<file path="config.mk">
export PLATFORM = sky130hd
export DESIGN_NAME = contador_desc
export DESIGN_NICKNAME = d
export VERILOG_FILES = /design/src/rtl/contador_pkg.sv /design/src/rtl/contador_desc.sv
export SDC_FILE = /design/constraint.sdc
export NUM_CORES = 1
export LEC_CHECK = 0
export CORE_ASPECT_RATIO = 0.9
export CORE_MARGIN = 5
export CORE_UTILIZATION = 49
export CTS_BUF_LIST = sky130_fd_sc_hd__clkbuf_16
export CTS_CLUSTER_DIAMETER = 100
export DETAILED_ROUTE_END_ITERATION = 8
export HOLD_SLACK_MARGIN = 0.15
export PLACE_DENSITY = 0.87
export SETUP_SLACK_MARGIN = 0.02
export SLEW_MARGIN = 30
export SYNTH_ARGS = -nofsm -noshare
export SYNTH_HDL_FRONTEND = slang
export SYNTH_SLANG_ARGS = --single-unit
</file>
<file path="constraint.sdc">
create_clock -name clk -period 2.6 [get_ports clk]
set_clock_uncertainty 0.1 [all_clocks]
set_input_delay 0.39 -clock clk [delete_from_list [all_inputs] [get_ports clk]]
set_output_delay 0.39 -clock clk [all_outputs]
set_load 0.01 [all_outputs]
</file>
<file path="src/rtl/contador_pkg.sv">
// Shared definitions for the programmable down counter/timer.
package contador_pkg;

  // Default counter width; the free-run borrow chain is one bit wider.
  localparam int WIDTH_DEF = 8;

  // Timer state encoding. 2'b11 is never entered and falls back to IDLE.
  typedef enum logic [1:0] {
    ST_IDLE = 2'b00,
    ST_RUN  = 2'b01,
    ST_DONE = 2'b10
  } state_t;

endpackage

</file>
<file path="src/rtl/contador_desc.sv">
// Programmable down counter/timer.
// Out of reset it free-runs downward through a WIDTH+1 bit borrow chain
// ({bout,out}). A load turns it into a countdown timer that either stops
// at zero (one-shot) or reloads the last loaded value (auto-reload),
// raising tc_pulse for one cycle each time a run reaches zero.
// Handshake: there is none; load and enable are level qualifiers sampled
// on every rising edge, load taking priority over enable.
module contador_desc
  import contador_pkg::*;
#(
  parameter int WIDTH = WIDTH_DEF
) (
  input  logic             clk,
  input  logic             rst,
  input  logic             enable,
  input  logic             load,
  input  logic [WIDTH-1:0] load_val,
  input  logic             auto_reload,
  output logic [WIDTH-1:0] out,
  output logic             bout,
  output logic             zero,
  output logic             tc_pulse,
  output logic             busy,
  output logic [1:0]       state_dbg
);

  localparam logic [WIDTH-1:0] CNT_ZERO  = '0;
  localparam logic [WIDTH-1:0] CNT_ONE   = {{(WIDTH-1){1'b0}}, 1'b1};
  localparam logic [WIDTH:0]   CHAIN_ONE = {{WIDTH{1'b0}}, 1'b1};

  state_t           state_q, state_d;
  logic [WIDTH-1:0] cnt_q, cnt_d;
  logic [WIDTH-1:0] reload_q, reload_d;
  logic             bout_q, bout_d;
  logic             tc_q, tc_d;
  logic [WIDTH:0]   chain_dec;

  // Registers: asynchronous active-low reset, everything else on the edge.
  always_ff @(posedge clk or negedge rst) begin
    if (!rst) begin
      state_q  <= ST_IDLE;
      cnt_q    <= '0;
      reload_q <= '0;
      bout_q   <= 1'b0;
      tc_q     <= 1'b0;
    end else begin
      state_q  <= state_d;
      cnt_q    <= cnt_d;
      reload_q <= reload_d;
      bout_q   <= bout_d;
      tc_q     <= tc_d;
    end
  end

  // Next-state logic: load first, then per-state counting rules.
  always_comb begin
    state_d   = state_q;
    cnt_d     = cnt_q;
    reload_d  = reload_q;
    bout_d    = bout_q;
    tc_d      = 1'b0;
    chain_dec = {bout_q, cnt_q} - CHAIN_ONE;

    if (load) begin
      cnt_d    = load_val;
      reload_d = load_val;
      bout_d   = 1'b0;
      // Loading zero has nothing to count, so it parks without a pulse.
      state_d  = (load_val != CNT_ZERO) ? ST_RUN : ST_DONE;
    end else begin
      case (state_q)
        ST_IDLE: begin
          if (enable) begin
            {bout_d, cnt_d} = chain_dec;
          end
        end
        ST_RUN: begin
          if (enable) begin
            if (cnt_q == CNT_ONE) begin
              // Pulse is registered so it lines up with out reading 0.
              cnt_d = CNT_ZERO;
              tc_d  = 1'b1;
              if (!auto_reload) begin
                state_d = ST_DONE;
              end
            end else if (cnt_q == CNT_ZERO) begin
              // Only reachable after an auto-reload terminal count; the
              // zero cycle is part of the period (reload_reg+1 cycles).
              cnt_d = reload_q;
            end else begin
              cnt_d = cnt_q - CNT_ONE;
            end
          end
        end
        ST_DONE: begin
          cnt_d = CNT_ZERO;
        end
        default: begin
          state_d = ST_IDLE;
        end
      endcase
    end
  end

  // Output mapping.
  always_comb begin
    out       = cnt_q;
    bout      = bout_q;
    tc_pulse  = tc_q;
    zero      = (cnt_q == CNT_ZERO);
    busy      = (state_q == ST_RUN);
    state_dbg = state_q;
  end

endmodule
</file>
==> results of run 1 <==
-- worst max-delay path: cells and delay by family, from the launching register on --
kind | cells | cell delay, ns
AND/OR/NAND/NOR | 2 | 0.58
flip-flops | 1 | 0.47
buffers and inverters | 1 | 0.54
-- power by group through the flow --
stage               registers, W  clock network (W)  logic [W]
floorplan               0.000387                  0   0.000120
global placement        0.000385                  0   0.000223
detailed placement      0.000387                  0   0.000229
CTS                     0.000383           0.000325   0.000231
global route            0.000389           0.000338   0.000254
finish                  0.000383           0.000331   0.000231
-- flip-flops by register name (all words and copies together) (netlist names) --
register / cells
out: 8
reload_q: 8
state_dbg: 2
bout: 1
tc_pulse: 1
-- logic make-up after synthesis --
family          Yosys count
xor+xnor                  5
mux                       6
flops                    20
buf+inv                  12
compound gates           31
fa+ha+maj                 6
simple gates             44
-- final timing paths --
path                                                from                       to  slack (ns)  depth (start not counted)
worst max-delay path                  out[2]$_DFFE_PN0P_                     zero        0.25                          3
worst max register to register  state_dbg[0]$_DFFE_PN0P_       out[0]$_DFFE_PN0P_        0.34                          6
worst min register to register   reload_q[6]$_DFFE_PN0P_  reload_q[6]$_DFFE_PN0P_        0.41                          1
max in group asynchronous                            rst       out[6]$_DFFE_PN0P_        1.81                          2
min in group clk                 reload_q[6]$_DFFE_PN0P_  reload_q[6]$_DFFE_PN0P_        0.41                          1
worst min-delay path                                 rst         bout$_DFFE_PN0P_        0.37                          2
-- metal layers --
metal / share of wire / GRT usage / wire (um) / vias to the layer above
met1: 0.41 / 0.2486 / 1261 / 540
met2: 0.48 / 0.3139 / 1491 / 53
met3: 0.087 / 0.05963 / 268 / 8
met5: 0 / 0 / 0 / -
met4: 0.019 / 0.05758 / 58 / 0
li1: - / - / - / 508
-- through the flow --
step	total power, W	instances	setup WS [ns]	hold WS (ns)	utilization
detailed placement	0.0006163	177	0.4027	0.3963	0.6635
floorplan	0.0005069	124	0.5742	-0.005591	-
global placement	0.0006077	177	0.4632	0.3888	0.6635
global route	0.0009804	181	0.1690	0.4175	0.6987
CTS	0.0009386	181	0.2885	0.3831	0.6987
finish	0.0009456	181	0.2543	0.3699	0.6987
-- placed cells by master (no fill, tap or decap), drive strengths merged, types with 2 or more instances in the layout --
cell,synthesis,routed
o211ai,6,6
nand4,4,4
nor2,10,10
xnor2,3,3
clkdlybuf4s50,0,26
clkbuf,3,3
xor2,2,2
dfrtp,20,20
o21ai,11,11
nand2,13,13
or4,4,4
ha,6,6
inv,9,9
a21oi,6,6
a22oi,3,3
nor2b,4,4
nand3,3,3
buf,0,3
mux2,5,5
-- area by class of cell --
class | instances | area [um^2]
sequential | 20 | 500.5
clock buffer | 3 | 75.07
tap | 27 | 33.78
timing repair buffer | 29 | 282.8
inverter | 9 | 33.78
multi-input combinational | 92 | 636.9
clock inverter | 1 | 3.754
fill | 178 | 675.6
==> impl_results.md, run 1 <==
* Multiplexer area fraction after synthesis at 0.05608
* Final Hold Vio Count at 0
* Area contributors post-synth: dfrtp_1, ha_1, mux2_2
* Core Box Area at 2242 um^2
* Logic gate share of total power at 0.245
* N_diodes at 0
* Number of synthesized flops with an enable pin at 0
* Sequential share of the synthesized area at 0.4233
* Dominant cell type by area after synthesis: dfrtp_1
* Site Rows at 16
* First-pass GRT wire length at 5.085 mm
* Post-DP HPWL at 2.265 mm
* Synthesized cell area at 1182 um^2
* Xor and xnor fraction of the mapped netlist area at 0.03704
* DR pass1 iterations at 4
* Vias/cell at 6.127
* Wire per inst at 17.02 um
* Max-cap violation count at 0
* Setup crit end kind: output pin
* Yosys warns at 0
* Initial Util at 0.5273
* Worst VDD drop at 0.5467 mV
* Mean Syn Cell Area at 9.535 um^2
* WL final at 3.080 mm
* Fmax at 0.4263 GHz
* Pin count of the biggest net entering global routing at 26
* RSZ-0062 raised after global routing: no
* Pint at 0.0006644 W
* Power share of the sequential group at 0.405
* GR Overflow Total at 0
* Layout Nets at 174
* Clock power share at 0.350
* Max incr delay on CP at 0.54 ns
* Fin crit share at 0.9022
* DR DRC count at 0
* Clock-pin slew on the worst setup and hold paths at 0.06 ns
* Sw frac at 0.2974
* Routability cong. at 0.9081
* Crit-path slowest cell: clkdlybuf4s50_1
* Die Span X at 61.78 um
* TritonCTS sink count at 20
* Final ANT Viol Nets at 0
* Count leader, synth: dfrtp_1
* Placement Cell Area at 1488 um^2
* H-Tree Level Count at 1
* Largest family of logic cells by synthesized area: simple AND/OR/NAND/NOR gates
* Ports at 27
* Post-synth top cells: dfrtp_1, nand2_1, nor2_1, o21ai_0, inv_1
* CTS max path bufs at 2
* Total CTS buffers at 3
* Synth unique cells at 32
* Top FF cell, synth: dfrtp_1
* Share of cells above drive strength 1 at 0.09740
* Adder-cell share of the synthesized area at 0.06349
* Fin. max-slew vios at 0
* CP Cell Sequence: nor2_1, and3_1, clkdlybuf4s50_1
* Final cell area excluding filler cells at 1567 um^2
* WP data required at 2.11 ns
* Die ar. at 3497 um^2
* Min Tclk post-route at 2.346 ns
* Clock root buffer: clkbuf_16
* Startpoint types: flip-flop
* Setup bufs post-CTS at 0
* Min-Delay Path Class: in -> async
* FF+latch count, synth at 20
* Post-cts sizing count at 0
* Mapped Nets at 143
* Setup TNS at 0 ns
* Ys async rst share at 1.000
* DIE HEIGHT at 56.60 um
* Area fraction in compound gates after synthesis at 0.1852
* Status: finished, final reports clean
* Slew at the pin closest to its max-slew limit at 0.6161 ns
* PD cells at 603.7 nW/um^2
* CP Class: reg -> out
* Crit path DAT at 1.86 ns
* Leakage Power at 0.6519 nW
* Rel. slew slack at 0.5884
* CTS tree: yes
* P_sw at 0.0002812 W
* Hold-fix buffers, CTS at 0
* Antenna violations before repair at 0
* CP max FO at 7
* Number of global-route vias before repair at 1095
* Tot GR Track Use at 0.1958
* Via count at 1109
* Post-synthesis simple-gate area fraction at 0.1968
* Final setup viols at 0
* Clock Latency Late Sink at 0.26 ns
* DRT iter0 DRCs at 45
* Syn Inst Count at 124
* Port buffer count at 26
* P&R area growth vs syn at 32.49%
* Share of the synthesized area in the top cell type at 0.4233
Power figures use the tool's default switching activity.
==> inputs of run 2 (changes only) <==
--- a/config.mk
+++ b/config.mk
@@ -13,7 +13,6 @@
 export DETAILED_ROUTE_END_ITERATION = 8
 export HOLD_SLACK_MARGIN = 0.15
 export PLACE_DENSITY = 0.87
-export SETUP_SLACK_MARGIN = 0.02
 export SLEW_MARGIN = 30
 export SYNTH_ARGS = -nofsm -noshare
 export SYNTH_HDL_FRONTEND = slang
==> results of run 2 <==
No change in the layout: final DEF, timing and power equal those of run 1.
==> inputs of run 3 (changes only) <==
--- a/config.mk
+++ b/config.mk
@@ -11,6 +11,7 @@
 export CTS_BUF_LIST = sky130_fd_sc_hd__clkbuf_16
 export CTS_CLUSTER_DIAMETER = 100
 export DETAILED_ROUTE_END_ITERATION = 8
+export GPL_ROUTABILITY_DRIVEN = 0
 export HOLD_SLACK_MARGIN = 0.15
 export PLACE_DENSITY = 0.87
 export SLEW_MARGIN = 30
==> results of run 3 <==
No change in the layout: final DEF, timing and power equal those of run 1.
